## src/rtl/regfile_arbiter.sv

```systemverilog
// Two-requester round-robin arbiter in front of a single-port register file.
// Each granted request runs a short write or read transaction; all outputs are registered.
module regfile_arbiter #(
    parameter int unsigned DATA_W = 8,
    parameter int unsigned ADDR_W = 4
) (
    input  logic              clk,
    input  logic              rst,
    input  logic [1:0]        req,
    input  logic [1:0]        we,
    input  logic [ADDR_W-1:0] addr0,
    input  logic [ADDR_W-1:0] addr1,
    input  logic [DATA_W-1:0] wdata0,
    input  logic [DATA_W-1:0] wdata1,
    output logic [1:0]        gnt,
    output logic [1:0]        ack,
    output logic [DATA_W-1:0] rdata,
    output logic              busy,
    output logic              rf_we,
    output logic [ADDR_W-1:0] rf_waddr,
    output logic [DATA_W-1:0] rf_wdata,
    output logic [ADDR_W-1:0] rf_raddr,
    input  logic [DATA_W-1:0] rf_rdata
);

    typedef enum logic [1:0] {
        IDLE  = 2'd0,
        WRITE = 2'd1,
        READ  = 2'd2,
        RESP  = 2'd3
    } state_t;

    state_t state_q, state_d;

    // Command latched at selection; isolates the transaction from later input changes.
    logic              winner_q, winner_d;
    logic              cmd_we_q, cmd_we_d;
    logic [ADDR_W-1:0] cmd_addr_q, cmd_addr_d;
    logic [DATA_W-1:0] cmd_wdata_q, cmd_wdata_d;

    // Index of the requester served last; reset value 1 lets requester 0 win first.
    logic last_q, last_d;

    logic [1:0]        gnt_d;
    logic [1:0]        ack_d;
    logic [DATA_W-1:0] rdata_d;
    logic              busy_d;
    logic              rf_we_d;
    logic [ADDR_W-1:0] rf_waddr_d;
    logic [DATA_W-1:0] rf_wdata_d;
    logic [ADDR_W-1:0] rf_raddr_d;

    // Selection helpers for the IDLE decision.
    logic              sel_win;
    logic              sel_we;
    logic [ADDR_W-1:0] sel_addr;
    logic [DATA_W-1:0] sel_wdata;

    // Contention goes to the requester not served last; a lone request always wins.
    always_comb begin
        sel_win   = req[0] ? (req[1] & ~last_q) : 1'b1;
        sel_we    = sel_win ? we[1] : we[0];
        sel_addr  = sel_win ? addr1 : addr0;
        sel_wdata = sel_win ? wdata1 : wdata0;
    end

    // Next-state logic; output values are computed for the state being entered.
    always_comb begin
        state_d     = state_q;
        winner_d    = winner_q;
        cmd_we_d    = cmd_we_q;
        cmd_addr_d  = cmd_addr_q;
        cmd_wdata_d = cmd_wdata_q;
        last_d      = last_q;
        gnt_d       = 2'b00;
        ack_d       = 2'b00;
        rdata_d     = rdata;
        busy_d      = 1'b0;
        rf_we_d     = 1'b0;
        rf_waddr_d  = '0;
        rf_wdata_d  = '0;
        rf_raddr_d  = '0;

        unique case (state_q)
            IDLE: begin
                if (req != 2'b00) begin
                    winner_d    = sel_win;
                    cmd_we_d    = sel_we;
                    cmd_addr_d  = sel_addr;
                    cmd_wdata_d = sel_wdata;
                    gnt_d       = {sel_win, ~sel_win};
                    busy_d      = 1'b1;
                    if (sel_we) begin
                        state_d    = WRITE;
                        ack_d      = {sel_win, ~sel_win};
                        rf_we_d    = (sel_addr != ADDR_W'(0));
                        rf_waddr_d = sel_addr;
                        rf_wdata_d = sel_wdata;
                    end else begin
                        state_d    = READ;
                        rf_raddr_d = sel_addr;
                    end
                end
            end
            WRITE: begin
                state_d = IDLE;
                last_d  = winner_q;
            end
            READ: begin
                state_d    = RESP;
                gnt_d      = {winner_q, ~winner_q};
                ack_d      = {winner_q, ~winner_q};
                busy_d     = 1'b1;
                rf_raddr_d = cmd_addr_q;
                rdata_d    = (cmd_addr_q == ADDR_W'(0)) ? DATA_W'(0) : rf_rdata;
            end
            RESP: begin
                state_d = IDLE;
                last_d  = winner_q;
            end
            default: state_d = IDLE;
        endcase
    end

    // State, latched command and round-robin pointer.
    always_ff @(posedge clk or negedge rst) begin
        if (!rst) begin
            state_q     <= IDLE;
            winner_q    <= 1'b0;
            cmd_we_q    <= 1'b0;
            cmd_addr_q  <= '0;
            cmd_wdata_q <= '0;
            last_q      <= 1'b1;
        end else begin
            state_q     <= state_d;
            winner_q    <= winner_d;
            cmd_we_q    <= cmd_we_d;
            cmd_addr_q  <= cmd_addr_d;
            cmd_wdata_q <= cmd_wdata_d;
            last_q      <= last_d;
        end
    end

    // Registered outputs.
    always_ff @(posedge clk or negedge rst) begin
        if (!rst) begin
            gnt      <= 2'b00;
            ack      <= 2'b00;
            rdata    <= '0;
            busy     <= 1'b0;
            rf_we    <= 1'b0;
            rf_waddr <= '0;
            rf_wdata <= '0;
            rf_raddr <= '0;
        end else begin
            gnt      <= gnt_d;
            ack      <= ack_d;
            rdata    <= rdata_d;
            busy     <= busy_d;
            rf_we    <= rf_we_d;
            rf_waddr <= rf_waddr_d;
            rf_wdata <= rf_wdata_d;
            rf_raddr <= rf_raddr_d;
        end
    end

endmodule

```

## config.mk

```make
export PLATFORM = sky130hd
export DESIGN_NAME = regfile_arbiter
export DESIGN_NICKNAME = d
export VERILOG_FILES = /design/src/rtl/regfile_arbiter.sv
export SDC_FILE = /design/constraint.sdc
export NUM_CORES = 1
export LEC_CHECK = 0
export BUFFER_PORTS_ARGS = -buffer_cell sky130_fd_sc_hd__buf_2
export CAP_MARGIN = 10
export CORE_MARGIN = 2
export CORE_UTILIZATION = 40
export CTS_BUF_LIST = sky130_fd_sc_hd__clkbuf_2
export CTS_CLUSTER_DIAMETER = 50
export DETAILED_ROUTE_END_ITERATION = 6
export PLACE_DENSITY_LB_ADDON = 0.2
export RECOVER_POWER = 25
export SYNTH_ARGS = -nofsm -noshare
export SYNTH_HDL_FRONTEND = slang
export SYNTH_SLANG_ARGS = --single-unit
```

## constraint.sdc

```tcl
create_clock -name clk -period 1.53 [get_ports clk]
set_clock_uncertainty 0.05 [all_clocks]
set_input_delay 0.0765 -clock clk [delete_from_list [all_inputs] [get_ports clk]]
set_output_delay 0.0765 -clock clk [all_outputs]
set_load 0.01 [all_outputs]
```

==> results.toml <==
[grt]
antenna_violations_before_repair = 0
grt_start_max_net_pins = 23
global_route_wire_length_before_repair_mm = 6.872
globalRouteOverflowTotal = 0
grt_pass1_vias = 1472
grtUsageTotal_pct = 20.44

[timing]
period_minus_slack_ns = 1.469
max_slew.worst_pin.slew_ns = 0.9741
fmax_mhz = 680.8
slew_headroom_pct = 35.06
report.final.setup_viol = 0
worst_hold_slack_ns = 0.01476
final_clock_period_utilization_by_the_worst_path_pct = 96.01
timing.setup.tns_ns = 0
timing.final.max_slew_violations = 0
final_hold_viol_count = 0

[critical_path]
endpoint_kind_of_the_worst_setup_timing_path = "flop"
critical_path.max_stage_delay_ns = 0.41
crit_type = "reg -> reg"
cpMostUsedCell = "buf_4"
crit_path_top_delay_cell = "dfstp_2"
delay_heaviest_family_cp = "simple AND/OR/NAND/NOR gates"
critPathLaunchType = "flop"
maximum_fanout_along_the_worst_path = 11
crit_arrival_ns = 1.71
critPathBufInv = 2
cp_data_required_time_ns = 1.77
cell_by_cell_listing_of_the_critical_path = "nand2b_2, and2_4, buf_4, buf_4, a31oi_1, nor2_1"

[finish]
area.growth.synth_to_final_pct = 52.88
antenna-diode-count = 0
final_cell_count_no_fill = 305
fillCellCount = 351
design.final.nets = 292
post_route_cells_drive_above_1_share_pct = 37.65

[synth]
synth_top_cell_area_share_pct = 56.79
yosys-top-cells-area = "dfrtp_1, a22o_1, a21oi_1"
synthArstFlopShare_pct = 100.0
netlist-cell-type-count = 32
postSynthRegisterBits = 38
synth.yosys.warnings = 0
synth-seq-area-share_pct = 58.40
synth_edf_count = 0
netlist_instances = 146
synth_top_cell_by_area = "dfrtp_1"
synth_ff_type = "dfrtp_1"
synth_area_mm2 = 0.001630
syn_avg_cell_area_um2 = 11.17
synth.net_count = 184

[floorplanning]
die_area_mm2 = 0.004602
rows = 23
design.portCount = 68
die_height_um = 67.84
width_of_the_chip_um = 67.84
floorplan.initialDensity_pct = 41.05
floorplan.core_area_mm2 = 0.003971

[routing]
detailedRoute.firstPassIterationCount = 4
drt-total-wl_mm = 4.541
dr_total_vias = 1536
routed_via_density = 5.036
detail_route.wl_per_cell_um = 14.89
drt_drc_violations_left = 0
final_antenna_net_count = 0
drtIter0Drc = 96

[cts]
cts.reportedPaths.clkPinSlew_ns = 0.20
clk_latency_ns = 0.40
ctsLongestPathBuffers = 2
clkSinkCount = 38
cts_root_buffer = "clkbuf_2"
ctsHtreeMaxLevel = 2
cts-buffers-inserted = 5
cts_tree = "done"

[worst_hold_path]
worstHoldPathType = "in -> reg"

[placement]
gpl.final_weighted_congestion = 0.8519
place.detailed.hpwl_mm = 2.893
buffer_ports.inserted = 67
place.detailed.instances = 257

[outcome]
status = "finished, final reports clean"

[power_and_ir_drop]
ir_drop_mv = 0.8456
p_per_area_mw_per_mm2 = 1490
static-leakage-power_nw = 1.253

[flow_run]
max_cap_viol_count = 0
==> layer usage <==
metal | vias to the layer above | part of all wire (%) | track usage [%]
met3 | 7 | 5.6 | 5.592
met5 | - | 0 | 0
met1 | 721 | 43 | 25.69
met4 | 0 | 1.2 | 5.500
li1 | 747 | - | -
met2 | 61 | 50 | 34.80
==> through the flow <==
stage | util (%) | power, W | area, um^2 | setup slack, ns
after floorplan | - | 0.002443 | 1630 | 0.09839
after global placement | 50.66 | 0.002911 | 2012 | 0.04761
after detailed placement | 50.66 | 0.002967 | 2012 | -0.04264
after CTS | 61.69 | 0.003667 | 2450 | 0.004325
after global routing | 62.76 | 0.003974 | 2492 | -0.004596
final | 62.76 | 0.003714 | 2492 | 0.06108
==> logic make-up after synthesis <==
| group | count (synthesis) | share of synthesized area (%) |
|---|---|---|
| simple gates | 35 | 10.44 |
| flops | 38 | 58.40 |
| mux | 6 | 3.837 |
| buf+inv | 12 | 4.297 |
| compound gates | 55 | 23.02 |
==> cell type report <==
type	count	area, um^2	area share [%]
Multi-Input combinational cell	96	629.4	25.25
Clock inverter	3	45.04	1.807
Clock buffer	5	25.02	1.004
Sequential cell	38	952.2	38.20
Timing Repair Buffer	112	774.5	31.07
Inverter	1	3.754	0.1506
Tap cell	50	62.56	2.510
==> flip-flops by register name, summed over array words and instances (netlist names) <==
signal	flops
rf_raddr	4
state_q	2
rf_we	1
rf_waddr	4
busy	1
ack	2
last_q	1
rf_wdata	8
cmd_addr_q	4
gnt	2
rdata	8
winner_q	1
==> cells in the mapped netlist (2+ instances only) <==
cell,count
a21oi_1,13
nor2_1,10
nand2b_1,3
o21ai_0,7
mux2i_1,4
clkbuf_1,3
a31oi_1,5
a211oi_1,4
mux2_2,2
o21a_1,2
a22o_1,16
nand2_1,13
dfrtp_1,37
a22oi_1,4
buf_2,5
buf_6,2
==> placed cells by master (no fill, tap or decap), drive strengths merged, types with 2 or more instances in the layout <==
master,n
a211oi,4
a21oi,13
a22o,16
a22oi,4
a31oi,5
and3,2
buf,75
clkbuf,6
clkinvlp,2
dfrtp,37
dlygate4sd3,36
mux2,2
mux2i,4
nand2,14
nand2b,3
nor2,10
o21a,2
o21ai,8
==> worst min-delay path, cell delays in order <==
cell and delay [ns]:
buf_2 0.18, nor3_1 0.15, nor2_1 0.05
==> worst paths after layout <==
path                       startpoint             to  slack, ns  cells past startpoint
setup / recovery               last_q    rf_waddr[0]       0.06                      6
hold / removal                 req[0]           busy       0.01                      3
setup reg to reg               last_q    rf_waddr[0]       0.06                      6
hold reg to reg              rdata[6]       rdata[6]       0.48                      1
max in group asynchronous         rst  cmd_addr_q[0]       0.51                      3
min in group asynchronous         rst    rf_wdata[5]       0.28                      2
==> repair_timing <==
| action | 4_1_cts | 5_1_grt |
|---|---|---|
| hold endpoints to repair | 68 | 0 |
| resized for setup | 2 | 5 |
| hold buffers | 36 | 0 |
| setup buffers | 0 | 4 |
| setup endpoints to repair | 8 | 18 |
==> power breakdown <==
part | switching [W] | internal (W)
logic | 0.000804 | 0.000722
registers | 0.000211 | 0.00136
clock network | 0.000344 | 0.000275
Power figures use the tool's default switching activity.
